[src/rtl/dtc_pkg.sv]
// Shared types and sizing for the programmable decision-tree walker.
package dtc_pkg;

    localparam int N_FEAT    = 11;
    localparam int OUT_W     = 3;
    localparam int MAX_NODES = 32;
    localparam int MAX_DEPTH = 8;
    localparam int AW        = $clog2(MAX_NODES);
    localparam int FW        = $clog2(N_FEAT);
    localparam int DW        = $clog2(MAX_DEPTH + 1);

    typedef struct packed {
        logic             leaf;
        logic [FW-1:0]    feat;
        logic [AW-1:0]    lo_child;
        logic [AW-1:0]    hi_child;
        logic [OUT_W-1:0] cls;
    } node_t;

    localparam int NODE_W = $bits(node_t);

    typedef enum logic [1:0] {
        IDLE = 2'd0,
        WALK = 2'd1,
        DONE = 2'd2
    } state_t;

    localparam node_t LEAF_RESET = '{leaf: 1'b1, default: '0};

endpackage

[src/rtl/dtc_tree_walker_if.sv]
// Feature-in, class-out and node-table config handshakes.
interface dtc_tree_walker_if;
    import dtc_pkg::*;

    logic              in_valid;
    logic              in_ready;
    logic [N_FEAT-1:0] inp;
    logic              out_valid;
    logic              out_ready;
    logic [OUT_W-1:0]  outp;
    logic              out_err;
    logic              cfg_we;
    logic [AW-1:0]     cfg_addr;
    logic [NODE_W-1:0] cfg_data;
    logic              cfg_ready;

    modport slave (
        input  in_valid, inp, out_ready, cfg_we, cfg_addr, cfg_data,
        output in_ready, out_valid, outp, out_err, cfg_ready
    );

    modport master (
        output in_valid, inp, out_ready, cfg_we, cfg_addr, cfg_data,
        input  in_ready, out_valid, outp, out_err, cfg_ready
    );

endinterface

[src/rtl/dtc_node_table.sv]
// Node table: register array, one write port, one async read port.
module dtc_node_table
    import dtc_pkg::*;
(
    input  logic          clk,
    input  logic          rst_n,
    input  logic          we_i,
    input  logic [AW-1:0] waddr_i,
    input  node_t         wdata_i,
    input  logic [AW-1:0] raddr_i,
    output node_t         rdata_o
);

    node_t mem_q [MAX_NODES];

    always_ff @(posedge clk) begin
        if (!rst_n) begin
            for (int i = 0; i < MAX_NODES; i++) begin
                mem_q[i] <= LEAF_RESET;
            end
        end else if (we_i) begin
            mem_q[waddr_i] <= wdata_i;
        end
    end

    assign rdata_o = mem_q[raddr_i];

endmodule

[src/rtl/dtc_tree_walker.sv]
// Walks one feature vector through the node table, one node per clock.
module dtc_tree_walker
    import dtc_pkg::*;
(
    input  logic               clk,
    input  logic               rst_n,
    dtc_tree_walker_if.slave   bus
);

    localparam int FEAT_SPAN = 1 << FW;

    state_t            state_q;
    logic [AW-1:0]     ptr_q;
    logic [DW-1:0]     depth_q;
    logic [N_FEAT-1:0] inp_q;
    logic [OUT_W-1:0]  outp_q;
    logic              err_q;

    node_t             node;
    logic [FEAT_SPAN-1:0] inp_pad;
    logic [AW-1:0]     child_d;
    logic              feat_bad;
    logic              depth_max;
    logic              child_bad;
    logic              tbl_we;
    logic              accept;

    dtc_node_table u_table (
        .clk     (clk),
        .rst_n   (rst_n),
        .we_i    (tbl_we),
        .waddr_i (bus.cfg_addr),
        .wdata_i (node_t'(bus.cfg_data)),
        .raddr_i (ptr_q),
        .rdata_o (node)
    );

    // Pad so out-of-range feature indices read a defined 0.
    always_comb begin
        inp_pad = '0;
        inp_pad[N_FEAT-1:0] = inp_q;
    end

    assign child_d   = inp_pad[node.feat] ? node.hi_child : node.lo_child;
    assign feat_bad  = {1'b0, node.feat} >= (FW+1)'(N_FEAT);
    assign depth_max = depth_q == DW'(MAX_DEPTH);
    assign child_bad = {1'b0, child_d} >= (AW+1)'(MAX_NODES);

    assign tbl_we = bus.cfg_we && (state_q == IDLE);
    assign accept = bus.in_valid && (state_q == IDLE);

    always_ff @(posedge clk) begin
        if (!rst_n) begin
            state_q <= IDLE;
            ptr_q   <= '0;
            depth_q <= '0;
            inp_q   <= '0;
            outp_q  <= '0;
            err_q   <= 1'b0;
        end else begin
            unique case (state_q)
                IDLE: begin
                    if (accept) begin
                        inp_q   <= bus.inp;
                        ptr_q   <= '0;
                        depth_q <= '0;
                        state_q <= WALK;
                    end
                end
                WALK: begin
                    if (node.leaf) begin
                        outp_q  <= node.cls;
                        err_q   <= 1'b0;
                        state_q <= DONE;
                    end else if (feat_bad || depth_max || child_bad) begin
                        outp_q  <= '0;
                        err_q   <= 1'b1;
                        state_q <= DONE;
                    end else begin
                        ptr_q   <= child_d;
                        depth_q <= depth_q + 1'b1;
                    end
                end
                DONE: begin
                    if (bus.out_ready) begin
                        state_q <= IDLE;
                    end
                end
                default: state_q <= IDLE;
            endcase
        end
    end

    assign bus.in_ready  = state_q == IDLE;
    assign bus.cfg_ready = state_q == IDLE;
    assign bus.out_valid = state_q == DONE;
    assign bus.outp      = outp_q;
    assign bus.out_err   = err_q;

endmodule
[src/flat_wrapper.sv]
// flat-port wrapper written by rule: the top's interface ports become plain ports
module dtc_tree_walker_flat import dtc_pkg::*;
  (clk, rst_n, bus_in_valid, bus_inp, bus_out_ready, bus_cfg_we, bus_cfg_addr, bus_cfg_data, bus_in_ready, bus_out_valid, bus_outp, bus_out_err, bus_cfg_ready);
  dtc_tree_walker_if bus_i ();
  input  logic clk;
  input  logic rst_n;
  input wire logic [$bits(bus_i.in_valid)-1:0] bus_in_valid;
  input wire logic [$bits(bus_i.inp)-1:0] bus_inp;
  input wire logic [$bits(bus_i.out_ready)-1:0] bus_out_ready;
  input wire logic [$bits(bus_i.cfg_we)-1:0] bus_cfg_we;
  input wire logic [$bits(bus_i.cfg_addr)-1:0] bus_cfg_addr;
  input wire logic [$bits(bus_i.cfg_data)-1:0] bus_cfg_data;
  output wire logic [$bits(bus_i.in_ready)-1:0] bus_in_ready;
  output wire logic [$bits(bus_i.out_valid)-1:0] bus_out_valid;
  output wire logic [$bits(bus_i.outp)-1:0] bus_outp;
  output wire logic [$bits(bus_i.out_err)-1:0] bus_out_err;
  output wire logic [$bits(bus_i.cfg_ready)-1:0] bus_cfg_ready;
  assign bus_i.in_valid = bus_in_valid;
  assign bus_i.inp = bus_inp;
  assign bus_i.out_ready = bus_out_ready;
  assign bus_i.cfg_we = bus_cfg_we;
  assign bus_i.cfg_addr = bus_cfg_addr;
  assign bus_i.cfg_data = bus_cfg_data;
  assign bus_in_ready = bus_i.in_ready;
  assign bus_out_valid = bus_i.out_valid;
  assign bus_outp = bus_i.outp;
  assign bus_out_err = bus_i.out_err;
  assign bus_cfg_ready = bus_i.cfg_ready;
  dtc_tree_walker u_core (.clk(clk), .rst_n(rst_n), .bus(bus_i));
endmodule
[config.mk]
export PLATFORM = sky130hd
export DESIGN_NAME = dtc_tree_walker_flat
export DESIGN_NICKNAME = d
export VERILOG_FILES = /design/src/rtl/dtc_pkg.sv /design/src/rtl/dtc_tree_walker_if.sv /design/src/rtl/dtc_node_table.sv /design/src/rtl/dtc_tree_walker.sv /design/src/flat_wrapper.sv
export SDC_FILE = /design/constraint.sdc
export NUM_CORES = 1
export LEC_CHECK = 0
export CAP_MARGIN = 20
export CELL_PAD_IN_SITES_DETAIL_PLACEMENT = 1
export CELL_PAD_IN_SITES_GLOBAL_PLACEMENT = 1
export CORE_UTILIZATION = 58
export DETAILED_ROUTE_END_ITERATION = 6
export PLACE_DENSITY = 0.91
export SLEW_MARGIN = 20
export SYNTH_ARGS = -nofsm -noshare
export SYNTH_HDL_FRONTEND = slang
export SYNTH_SLANG_ARGS = --single-unit
[constraint.sdc]
create_clock -name clk -period 6.85 [get_ports clk]
set_input_delay 1.37 -clock clk [delete_from_list [all_inputs] [get_ports clk]]
set_output_delay 1.37 -clock clk [all_outputs]
set_load 0.005 [all_outputs]
==> reports/results.ini, run 1 <==
[job]
drv_cap=0

[worst_setup_path]
critical_path_class=reg2reg
crit_required_ns=7.41
cp_data_arrival_time_ns=4.98
cp-start-kind=flip-flop
endpoint_kind=flip-flop
cp_max_fo=44

[synth]
synth-edff-count=576
syn_area_mm2=0.0280
synth.distinct_cells=50
synth-seq-cells=607
synth_top_area_share_pct=61.8
ys.flop_type=edfxtp_1
syn_inst=1862
async_flop_share_pct=0
synthTopCellsByArea=edfxtp_1, and2_1, mux4_2, mux2i_1, dfxtp_1
yosys.area.top_type=edfxtp_1
synth_nets=1903
ys_warn_count=0
yosysSeqAreaShare_pct=64.0
syn_area_per_cell_um2=15.0

[detailed_routing]
detail_route.drc_violations=0
finalWirelength_um=84700
routed_via_density=6.72
vias=17000
drtIter0Drc=2077
ant_nets=0
firstDrtPassIters=6
drt-wirelength-per-cell_um=33.6

[cts]
clk_path_buf_depth=3
cts.clk_slew.worst_paths_ns=0.06
cts.sinks=607
cts_root_buf=clkbuf_16
postCtsSetupRepairBufs=0
cts_max_level=2
cts_buffers=60
cts_tree=built
holdBufCountCts=0
post_cts_resized=0
clock_latency_ns=0.64

[die]
pin_count=46
rows=80
die_y_um=222
die_w_um=222
start_util_pct=58.8
coreArea_mm2=0.0476
dieArea_mm2=0.0492

[power_and_ir_drop]
ir_worst_vdd_uv=225
p_total_mw=8.03
pwr_density_cell_mw_per_mm2=259
p_leak_nw=10.5

[timing]
period_minus_slack_ns=4.42
worst_pin_slew_ns=1.29
fin_tns_setup_ns=0
hold_slack_ns=0.470
hold_viol_final=0
setup_viol=0
period_share_pct=64.5
rsz0062_at_grt=false
finalMaxSlewViolations=0
skew_ns=0.0196
maxSlewHeadroom_pct=14.1
fmax_ghz=0.226

[finish]
finalNonFillerCells=2524
fin_nets=1900
area_delta_synth_final_pct=10.7
final_cell_mix=edfxtp_1, and2_1, mux4_2, mux2i_1, clkbuf_16
drive_above_1_share_pct=18.1
final_common_cell=edfxtp_1

[grt]
grt_usage_pct=34.5
use_met1_pct=40.7
grt_first_pass_wirelength_um=122000
met3_usage_pct=7.81
grtUsageMet2_pct=60.1
grt_overflow=0
busiest_layer=met2
grt_max_degree=57
grt_pass1_vias=18000
antenna_found_initial=6

[place]
dp.cells=2412
gp_congestion=0.872
hpwlAfterDp_um=50600
io_buffers=45

[min_path]
min_path_type=reg2reg

[outcome]
status=completed

==> cells by family after synthesis <==
group	after synthesis	share of synthesized area, %
AND/OR/NAND/NOR	756	16.2
flip-flops	607	64.0
multiplexers	234	14.6
buffers and inverters	165	2.66
AO/OA/AOI/OAI	98	2.46
adder cells (fa/ha/maj)	2	0.0894
==> metrics by stage <==
stage          worst slack, ns  cell area [um2]  utilization, %
2_1_floorplan             2.82            28000               -
3_5_place_dp              2.31            29000            60.8
4_1_cts                   2.47            30900            64.8
6_report                  2.43            31000            65.0
3_3_place_gp              2.60            28900            60.7
5_1_grt                   2.24            31000            65.0
==> registers in the layout, summed over array words and instances (netlist names), named ones only <==
| signal | cells |
|---|---|
| u_core.bus.out_err | 1 |
| u_core.ptr_q | 5 |
| u_core.inp_q | 11 |
| u_core.bus.outp | 3 |
| u_core.depth_q | 4 |
| u_core.state_q | 2 |
| u_core.u_table.mem_q | 576 |
==> where the power goes <==
part | internal, mW | total (mW) | switching, mW | leakage, nW
Sequential | 4.20 | 4.26 | 0.0632 | 6.01
Combinational | 0.132 | 0.424 | 0.293 | 3.56
Clock | 1.88 | 3.34 | 1.46 | 0.942
==> layout make-up <==
type	count	area, um2
sequential	607	17900
fill	4221	16700
multi-input combinational	1090	9520
clock buffer	70	1560
timing repair buffer	97	831
tap	615	769
clock inverter	41	373
inverter	3	11.3
antenna	1	2.50
==> synth_stat cells (2+ instances only) <==
master    number
dfxtp_1       31
nand4_1        9
nor2_2         3
nor3b_1        2
a21oi_1       10
nor2b_1       11
a221o_1       10
buf_4         11
mux2i_1       95
nand2b_1      16
inv_1          2
nand3b_1       4
nand4_2        2
and2_1       549
mux4_2       138
o21ai_0       33
or3_1         34
nand4b_1       2
and3_1         2
buf_2         25
buf_6          7
clkbuf_1     118
nand3_1       16
a22oi_1       23
a21boi_0      12
edfxtp_1     576
nand2_1       50
ha_1           2
nor2_1        48
==> critical path: stages, from the launching register on <==
cell and delay [ns]:
dfxtp_4 0.75, buf_4 0.81, mux4_2 0.64, a211oi_2 0.52, nand4_2 0.28, nor4b_4 0.67, nand2b_1 0.14, mux2i_1 0.28
a221o_1 0.20
==> routing by layer <==
metal  part of all wire [%]  wire, um
met1                     34     29100
met3                    9.1      7720
met4                    5.6      4710
met2                     51     43100
met5                  0.030        25
==> path summary, 6_finish.rpt <==
kind                                      start               to  slack [ns]  cells past startpoint
worst min-delay path            u_core.inp_q[2]  u_core.inp_q[2]        0.47                      2
worst max register to register        flip-flop  u_core.ptr_q[4]        2.43                      8
worst max-delay path                  flip-flop  u_core.ptr_q[4]        2.43                      8
worst min register to register  u_core.inp_q[2]  u_core.inp_q[2]        0.47                      2
No activity file was read; power rests on OpenSTA's default activity.
==> run 2, diff against run 1 <==
- CORE_UTILIZATION: 58 -> 54
- PLACE_DENSITY: 0.91 -> 0.85
- clock period: 6.85 -> 4.3 ns (I/O delays scaled with it)
==> run 2 against run 1 <==
Compared with the run above:
- register-to-register slack got worse by 2.0 ns
- worst setup slack got worse by 2.0 ns
- critical path depth rose by 1
- clock power rose by 66%
- power rose by 62%
- count of clock-buffer cells in the layout rose by 18
- wire length rose by 0.49%
==> reports/results.ini, run 2 (synthesized netlist as in run 1, its figures left out) <==
[die]
rows=83  ; was 80
pin_count=46  ; unchanged
start_util_pct=54.6  ; was 58.8%
dieArea_mm2=0.0528  ; was 0.0492 mm2
coreArea_mm2=0.0513  ; was 0.0476 mm2
die_w_um=230  ; was 222 um
die_y_um=230  ; was 222 um

[timing]
setup_ws_ns=0.462  ; was 2.43 ns
setup_viol=0  ; unchanged
rsz0062_at_grt=false  ; unchanged
fmax_ghz=0.261  ; was 0.226 GHz
period_minus_slack_ns=3.84  ; was 4.42 ns
skew_ns=0.0345  ; was 0.0196 ns
period_share_pct=89.3  ; was 64.5%
worst_pin_slew_ns=0.947  ; was 1.29 ns
maxSlewHeadroom_pct=36.8  ; was 14.1%
finalMaxSlewViolations=0  ; unchanged
hold_viol_final=0  ; unchanged
fin_tns_setup_ns=0  ; unchanged

[finish]
final_cell_mix=edfxtp_1, and2_1, mux4_2, buf_4, mux2i_1  ; was edfxtp_1, and2_1, mux4_2, mux2i_1, clkbuf_16
fin_nets=1960  ; was 1,900
largest_reg_flops=576  ; unchanged
reg_top3=u_core.u_table.mem_q: 576 flops, u_core.inp_q: 11 flops, u_core.ptr_q: 5 flops  ; unchanged
final_common_cell=edfxtp_1  ; unchanged
area_delta_synth_final_pct=12.5  ; was 10.7%
top_register=u_core.u_table.mem_q  ; unchanged
drive_above_1_share_pct=19.3  ; was 18.1%
diodes=0  ; was 1
final_cell_area_mm2=0.0315  ; was 0.0310 mm2

[cts]
clock_latency_ns=0.62  ; was 0.64 ns
cts.sinks=607  ; unchanged
cts_buffers=66  ; was 60
cts.clk_slew.worst_paths_ns=0.07  ; was 0.06 ns
cts_max_level=3  ; was 2
post_cts_resized=0  ; unchanged
cts_tree=built  ; unchanged
clk_path_buf_depth=3  ; unchanged
postCtsSetupRepairBufs=0  ; unchanged
cts_root_buf=clkbuf_16  ; unchanged
holdBufCountCts=0  ; unchanged

[worst_setup_path]
cp_max_fo=33  ; was 44
critPathTopFamily=simple AND/OR/NAND/NOR gates  ; unchanged
max_stage_delay_ns=0.76  ; was 0.81 ns
endpoint_kind=flip-flop  ; unchanged
worstPathCellList=nor2b_1 -> buf_4 -> a22oi_1 -> nand3_1 -> o21ai_1 -> nor2_1 -> mux4_2 -> mux2i_1 -> a221o_1  ; was buf_4 -> mux4_2 -> a211oi_2 -> nand4_2 -> nor4b_4 -> nand2b_1 -> mux2i_1 -> a221o_1
critical_path_class=reg2reg  ; unchanged
cp-start-kind=flip-flop  ; unchanged
crit_slowest_cell=dfxtp_4  ; was buf_4
cp_data_arrival_time_ns=4.32  ; was 4.98 ns
cp_num_buf_inv=1  ; unchanged
crit_required_ns=4.78  ; was 7.41 ns

[job]
drv_cap=0  ; unchanged

[detailed_routing]
finalWirelength_um=85100  ; was 84,700 um
drt-wirelength-per-cell_um=32.2  ; was 33.6 um
routed_via_density=6.46  ; was 6.72
vias=17100  ; was 17,000
firstDrtPassIters=5  ; was 6
detail_route.drc_violations=0  ; unchanged
drtIter0Drc=1836  ; was 2,077
ant_nets=0  ; unchanged

[place]
place_area_mm2=0.0295  ; was 0.0290 mm2
place_ws_ns=0.516  ; was 2.31 ns
gp_congestion=0.891  ; was 0.872
hpwlAfterDp_um=52800  ; was 50,600 um
io_buffers=45  ; unchanged

[grt]
grt_overflow=0  ; unchanged
grt_max_degree=56  ; was 57
grt_first_pass_wirelength_um=125000  ; was 122,000 um
grt_pass1_vias=18100  ; was 18,000
antenna_found_initial=5  ; was 6
grt_usage_pct=32.9  ; was 34.5%

[power_and_ir_drop]
pwr_density_cell_mw_per_mm2=413  ; was 259 mW/mm2
ir_worst_vdd_uv=397  ; was 225 uV
p_leak_nw=10.8  ; was 10.5 nW

[outcome]
status=completed  ; unchanged

[min_path]
min_path_type=reg2reg  ; unchanged

## run 2: path summary, 6_finish.rpt
path / cells after the start / from / slack, ns / endpoint
setup reg to reg: 9 / flip-flop / 0.46 / flip-flop
hold reg to reg: 2 / u_core.inp_q[5] / 0.47 / u_core.inp_q[5]
hold / removal: 2 / u_core.inp_q[5] / 0.47 / u_core.inp_q[5]
setup / recovery: 9 / flip-flop / 0.46 / flip-flop
## run 2: worst min-delay path: cells and delay by family (launching register included)
kind	cells	cell delay (ns)
AND/OR/NAND/NOR	1	0.05
AO/OA/AOI/OAI	1	0.07
flip-flops	1	0.31
## run 2: stage by stage
stage | util, % | instances | hold slack [ns] | power (mW)
3_5_place_dp | 57.4 | 2531 | 0.467 | 7.57
6_report | 61.4 | 2646 | 0.473 | 13.0
3_3_place_gp | 57.4 | 2529 | 0.456 | 7.51
4_1_cts | 61.4 | 2646 | 0.475 | 13.0
2_1_floorplan | - | 1862 | 0.443 | 7.21
5_1_grt | 61.4 | 2646 | 0.508 | 13.3
## run 2: power by group
part / switching (mW) / internal (mW) / leakage [nW]
registers: 0.0939 / 6.68 / 6.01
clock network: 2.38 / 3.15 / 0.994
logic: 0.472 / 0.225 / 3.83
total: 2.95 / 10.1 / 10.8
## run 2: final cells by class
cell class / count / area, um2
sequential: 607 / 17900
clock buffer: 88 / 1820
fill: 4686 / 19800
inverter: 3 / 11.3
multi-input combinational: 1090 / 9400
tap: 680 / 851
timing repair buffer: 151 / 1270
clock inverter: 27 / 206
## run 2: per-layer routing
layer  track usage [%]  wire length (um)  vias up
met5                 0                24        -
met4              15.0              4060        4
met3              6.75              7130      229
met2              56.3             43600      931
met1              40.3             30300     8963
li1                  -                 -     6971
